File: src/rtl/pdm_cic_decimator.sv
// -----------------------------------------------------------------------------
// pdm_cic_decimator
// ORDER-stage cascaded integrator-comb decimator turning a 1-bit PDM stream
// into signed OUT_BW-bit PCM at 1/DECIM of the input sample rate.
// PDM bits map bipolar (1 -> +1, 0 -> -1). The comb output is arithmetically
// shifted right by SHIFT, then clipped to the OUT_BW range. The first DROP
// decimated results after reset or enable are suppressed while the combs warm up.
//
// Ports
//   clk_i    system clock
//   rst_i    asynchronous, active-high reset
//   en_i     block enable; low synchronously clears all state
//   data_i   PDM bit
//   valid_i  data_i qualifier (a sample is accepted on en_i & valid_i)
//   data_o   signed PCM sample, held between strobes
//   valid_o  single-cycle strobe qualifying data_o
//   sat_o    single-cycle strobe with valid_o when data_o was clipped
// -----------------------------------------------------------------------------
module pdm_cic_decimator #(
  parameter int ORDER  = 2,
  parameter int DECIM  = 250,
  parameter int OUT_BW = 8,
  parameter int SHIFT  = 9,
  parameter int DROP   = 2,
  parameter int ACC_BW = ORDER * $clog2(DECIM) + 2
) (
  input  logic              clk_i,
  input  logic              rst_i,
  input  logic              en_i,
  input  logic              data_i,
  input  logic              valid_i,
  output logic [OUT_BW-1:0] data_o,
  output logic              valid_o,
  output logic              sat_o
);

  localparam int CNT_W  = $clog2(DECIM);
  localparam int DROP_W = 4;
  localparam int EXT_W  = ((ACC_BW > OUT_BW) ? ACC_BW : OUT_BW) + 1;

  localparam logic [CNT_W-1:0]  CNT_LAST = CNT_W'(DECIM - 1);
  localparam logic [DROP_W-1:0] DROP_MAX = DROP_W'(DROP);
  localparam logic signed [EXT_W-1:0] OUT_MAX = EXT_W'((64'sd1 <<< (OUT_BW - 1)) - 64'sd1);
  localparam logic signed [EXT_W-1:0] OUT_MIN = ~OUT_MAX;

  logic signed [ACC_BW-1:0] integ_q [ORDER];
  logic signed [ACC_BW-1:0] integ_d [ORDER];
  logic signed [ACC_BW-1:0] dly_q   [ORDER];
  logic signed [ACC_BW-1:0] comb_in [ORDER];
  logic signed [ACC_BW-1:0] comb_out;
  logic signed [ACC_BW-1:0] snap_q;
  logic signed [ACC_BW-1:0] x;
  logic signed [ACC_BW-1:0] scaled;
  logic signed [EXT_W-1:0]  scaled_ext;
  logic [CNT_W-1:0]         cnt_q;
  logic [DROP_W-1:0]        drop_q;
  logic                     snap_vld_q;
  logic                     accept;
  logic                     tick;
  logic                     sat_hi;
  logic                     sat_lo;
  logic [OUT_BW-1:0]        clipped;

  assign accept = en_i & valid_i;
  assign tick   = accept && (cnt_q == CNT_LAST);
  assign x      = data_i ? ACC_BW'(1) : '1;

  // All integrators advance together; stage k sees the pre-update value of k-1.
  always_comb begin
    integ_d[0] = integ_q[0] + x;
    for (int unsigned k = 1; k < ORDER; k++) begin
      integ_d[k] = integ_q[k] + integ_q[k-1];
    end
  end

  // Comb chain evaluated from the registered snapshot; a running accumulator
  // keeps the chain free of self-referencing array elements.
  always_comb begin
    logic signed [ACC_BW-1:0] acc;
    acc = snap_q;
    for (int unsigned k = 0; k < ORDER; k++) begin
      comb_in[k] = acc;
      acc        = acc - dly_q[k];
    end
    comb_out = acc;
  end

  always_comb begin
    scaled     = comb_out >>> SHIFT;
    scaled_ext = EXT_W'(scaled);
    sat_hi     = scaled_ext > OUT_MAX;
    sat_lo     = scaled_ext < OUT_MIN;
    if (sat_hi) begin
      clipped = OUT_MAX[OUT_BW-1:0];
    end else if (sat_lo) begin
      clipped = OUT_MIN[OUT_BW-1:0];
    end else begin
      clipped = scaled_ext[OUT_BW-1:0];
    end
  end

  always_ff @(posedge clk_i or posedge rst_i) begin
    if (rst_i) begin
      integ_q    <= '{default: '0};
      dly_q      <= '{default: '0};
      snap_q     <= '0;
      snap_vld_q <= 1'b0;
      cnt_q      <= '0;
      drop_q     <= '0;
      data_o     <= '0;
      valid_o    <= 1'b0;
      sat_o      <= 1'b0;
    end else if (!en_i) begin
      integ_q    <= '{default: '0};
      dly_q      <= '{default: '0};
      snap_q     <= '0;
      snap_vld_q <= 1'b0;
      cnt_q      <= '0;
      drop_q     <= '0;
      data_o     <= '0;
      valid_o    <= 1'b0;
      sat_o      <= 1'b0;
    end else begin
      if (accept) begin
        integ_q <= integ_d;
        cnt_q   <= tick ? '0 : cnt_q + 1'b1;
      end
      snap_vld_q <= tick;
      if (tick) begin
        snap_q <= integ_d[ORDER-1];
      end
      valid_o <= 1'b0;
      sat_o   <= 1'b0;
      if (snap_vld_q) begin
        for (int unsigned k = 0; k < ORDER; k++) begin
          dly_q[k] <= comb_in[k];
        end
        // Warm-up results still advance the comb delays; only the output is withheld.
        if (drop_q != DROP_MAX) begin
          drop_q <= drop_q + 1'b1;
        end else begin
          data_o  <= clipped;
          valid_o <= 1'b1;
          sat_o   <= sat_hi | sat_lo;
        end
      end
    end
  end

endmodule
File: config.mk
export PLATFORM = sky130hd
export DESIGN_NAME = pdm_cic_decimator
export DESIGN_NICKNAME = d
export VERILOG_FILES = /design/src/rtl/pdm_cic_decimator.sv
export SDC_FILE = /design/constraint.sdc
export NUM_CORES = 1
export LEC_CHECK = 0
export ABC_AREA = 1
export BUFFER_PORTS_ARGS = -buffer_cell sky130_fd_sc_hd__buf_2
export CAP_MARGIN = 20
export CORE_AREA = 2 2 133 96
export CTS_BUF_LIST = sky130_fd_sc_hd__clkbuf_2
export CTS_CLUSTER_DIAMETER = 60
export DETAILED_ROUTE_END_ITERATION = 10
export DIE_AREA = 0 0 135 98
export GPL_ROUTABILITY_DRIVEN = 0
export PLACE_DENSITY = 0.78
export SYNTH_ARGS = -nofsm -noshare
export SYNTH_HDL_FRONTEND = slang
export SYNTH_SLANG_ARGS = --single-unit
export TNS_END_PERCENT = 30
File: constraint.sdc
create_clock -name clk_i -period 3.6 [get_ports clk_i]
set_input_delay 0.36 -clock clk_i [delete_from_list [all_inputs] [get_ports clk_i]]
set_output_delay 0.36 -clock clk_i [all_outputs]
set_load 0.01 [all_outputs]
==> impl_metrics.toml <==
[run_status]
status = "finished, violations left"
violations = "DRC"

[setup_path]
reg2regPathDepth = 24
cp_slowest_stage_delay_ns = 0.45
crit_buf_inv = 3
cp.required_ns = 4.23
cp_max_fo = 5
cp.depth = 24
timing.rr.start = "dly_q[18]"
r2r_setup_slack_ns = 0.13
worstPathArrival_ns = 4.09
r2r-end = "data_o[3]"
critPathSlowestCell = "dfrtp_1"
setup.worst_path.start = "dly_q[18]"
crit_chain = "ha_4 -> inv_4 -> fa_2 -> nand3_2 -> nand2_1 -> nand2_1 -> nand2_1 -> o21ai_2 -> o21ai_2 -> nand2_2 -> o21bai_4 -> xor2_2 -> ha_2 -> a21oi_1 -> o21ai_0 -> a21oi_2 -> nand2_2 -> inv_2 -> nand3_4 -> nand3_4 -> nand2_2 -> inv_2 -> nand2_1 -> nand2_1"
crit_top_cell = "nand2_1"
endpoint_kind = "register"
endpoint = "data_o[3]"
startpoint_type = "register"
cp_top_family = "compound AO/OA/AOI/OAI gates"
worst-setup-path-type = "reg -> reg"

[sta]
clock.fmax_mhz = 289
hold_viol = 0
worst_slack_ns = 0.135
rsz0062_at_grt = "yes"
slew_headroom = 0.418
setup_viol = 0
fin_crit_sh = 0.963
finalClockSkew_ns = 0.0243
final_max_slew_viol_count = 0
worstMarginPinSlew_ns = 0.874
min_period_ns = 3.47

[pwr]
vdd_drop_max_v = 0.000485
p_sw_frac = 0.472
p_sw_mw = 2.75
power_frac_comb = 0.594
p_int_mw = 3.07
p_per_area_nw_per_um2 = 691
seq_power_share = 0.253
power_frac_clock = 0.152
p_leak_nw = 4.22

[layout]
instances_no_fill = 1226
n_fill_cell = 1027
n_antenna_cell = 0
final_area_um2 = 8420
regArea_um2 = 2830
syn2layout_area_growth_pct = 10.8
multiInputGateArea_um2 = 4480
fin_nets = 1129
drive_gt1_frac = 0.121
final_core_util = 0.697

[yosys]
yosys_warnings = 0
muxShareOfSynthArea = 0
syn-cell-area_um2 = 7600
synthFlopType = "dfrtp_1"
synth_compound_area_frac = 0.167
syn_nets = 1095
syn-mean-instance-area_um2 = 7.48
ys_async_sr_fraction = 1.00
synth_seq_cells = 113
syn_inst = 1017
yosys.area_share.simple = 0.241
synth_fa_ha_area_frac = 0.123
synth_top_family_by_area = "simple AND/OR/NAND/NOR gates"
synthXorXnorAreaFrac = 0.0309
yosysSeqAreaShare = 0.372
synth_edf_count = 0
ys_types = 40

[clock_network]
cts_max_level = 4
cts_tree = "done"
cts_root_buf = "clkbuf_2"
path_clk_slew_ns = 0.17
cts_buffers = 17
clock-sinks = 113
insertion_delay_ns = 0.68
cts_buffer_depth = 2

[min_path]
hp-class = "in -> reg"

[routing]
first_pass_iters = 8
ant_nets = 0
routedWlPerCell_um = 14.8
wirelength_um = 18100
top_layer = "met4"
met1_length_um = 9230
wl_met2_um = 7440
initialDrtViolationCount = 590
viasPerCell = 5.58
wl_met3_um = 1300
num_vias = 6841
drc_errors = 2

[placement]
place_area_um2 = 7880
port_buffers = 14
pre_cts_ws_ns = -0.0753
place_hpwl_um = 13300
place_inst = 1182

[global_route]
grt_pass1_vias = 6252
antenna_found_initial = 0
global_route.usage.total = 0.283
grt_max_degree = 72
grt_overflow = 0
grt_pass1_wl_um = 30000

[run]
maxCapViolations = 0

[floorplanning]
die_x_um = 135
initial_utilization = 0.629
core_area_um2 = 12100
dieArea_um2 = 13200
pin_count = 15
core.rowCount = 34
die_h_um = 98
[registers in the layout, summed over array words and instances (netlist names)]
signal,cells
snap_vld_q,1
data_o,8
cnt_q,8
snap_q,18
valid_o,1
integ_q,36
dly_q,36
drop_q,4
sat_o,1
[layer usage]
layer,up-vias,GRT usage
met5,-,0
met4,0,0.0617
met3,17,0.0633
met2,207,0.398
met1,3175,0.444
li1,3442,-
[kinds of logic after synthesis]
| kind of cell | count (synthesis) |
|---|---|
| flops | 113 |
| buf+inv | 133 |
| compound gates | 233 |
| xor+xnor | 26 |
| fa+ha+maj | 73 |
| simple gates | 439 |
[metrics by stage]
step | hold WS (ns) | total power, mW | TNS, ns
global route | 0.0677 | 6.26 | -0.338
CTS | 0.0318 | 5.37 | 0
detailed placement | 0.462 | 4.44 | -0.364
floorplan | 0.449 | 3.82 | 0
finish | 0.0823 | 5.82 | 0
global placement | 0.456 | 4.39 | 0
[tightest hold or removal path, cell delays in order]
cell and delay (ns):
buf_2 0.13, fa_1 0.17, o22ai_1 0.08
[worst min-delay path by stage]
stage	startpoint	to	slack, ns	cells past startpoint
after floorplan	dly_q[14]	dly_q[14]	0.45	2
after global placement	data_o[3]	data_o[3]	0.46	2
after detailed placement	data_o[3]	data_o[3]	0.46	2
after CTS	valid_i	integ_q[33]	0.03	4
after global routing	data_i	integ_q[19]	0.07	3
final	data_i	integ_q[19]	0.08	3
[Yosys cell counts, drive strengths merged, types with 4 or more instances]
cell    instances  share of area
a21o            5         0.0049
a21oi          85          0.057
buf             9         0.0051
clkbuf          9         0.0044
dfrtp         113           0.37
ha             70           0.12
inv           115          0.057
nand2         302           0.15
nand3          57          0.041
nand4           6         0.0049
nor2           55          0.027
nor3           11         0.0072
o21ai         114          0.076
o21bai          4         0.0054
o22ai           9         0.0074
o31ai           4         0.0039
xnor2           8         0.0092
xor2           18          0.022
[layout make-up]
cell class | instances | area share
clock buffers | 20 | 0.0119
clock inverters | 12 | 0.0168
inverters | 115 | 0.0518
multi-input cells | 771 | 0.532
flip-flops and latches | 113 | 0.336
well taps | 162 | 0.0241
repair buffers | 33 | 0.0276
[power groups by stage]
| stage | combinational, mW | clock (mW) | sequential (mW) |
|---|---|---|---|
| floorplan | 2.35 | 0 | 1.47 |
| global placement | 2.89 | 0 | 1.49 |
| detailed placement | 2.94 | 0 | 1.50 |
| CTS | 3.00 | 0.891 | 1.47 |
| global route | 3.82 | 0.951 | 1.49 |
| finish | 3.46 | 0.886 | 1.48 |
[what timing repair did]
action | in CTS | in global routing
setup buffers | 1 | 8
resized for setup | 3 | 44
pin swaps | 1 | 18
setup endpoints to repair | 8 | 9
hold buffers | 2 | 1
gates cloned | 0 | 0
endpoints found under the hold margin | 72 | 2
[layout by cell type, fill, tap and decap left out, drive strengths merged, types with 5 or more instances in the layout]
cell / n
a21o: 5
a21oi: 85
buf: 30
clkbuf: 20
clkinv: 5
dfrtp: 113
ha: 70
inv: 115
nand2: 302
nand3: 57
nand4: 6
nor2: 55
nor3: 11
o21ai: 114
o22ai: 9
xnor2: 8
xor2: 18
(Power assumes the default switching activity.)
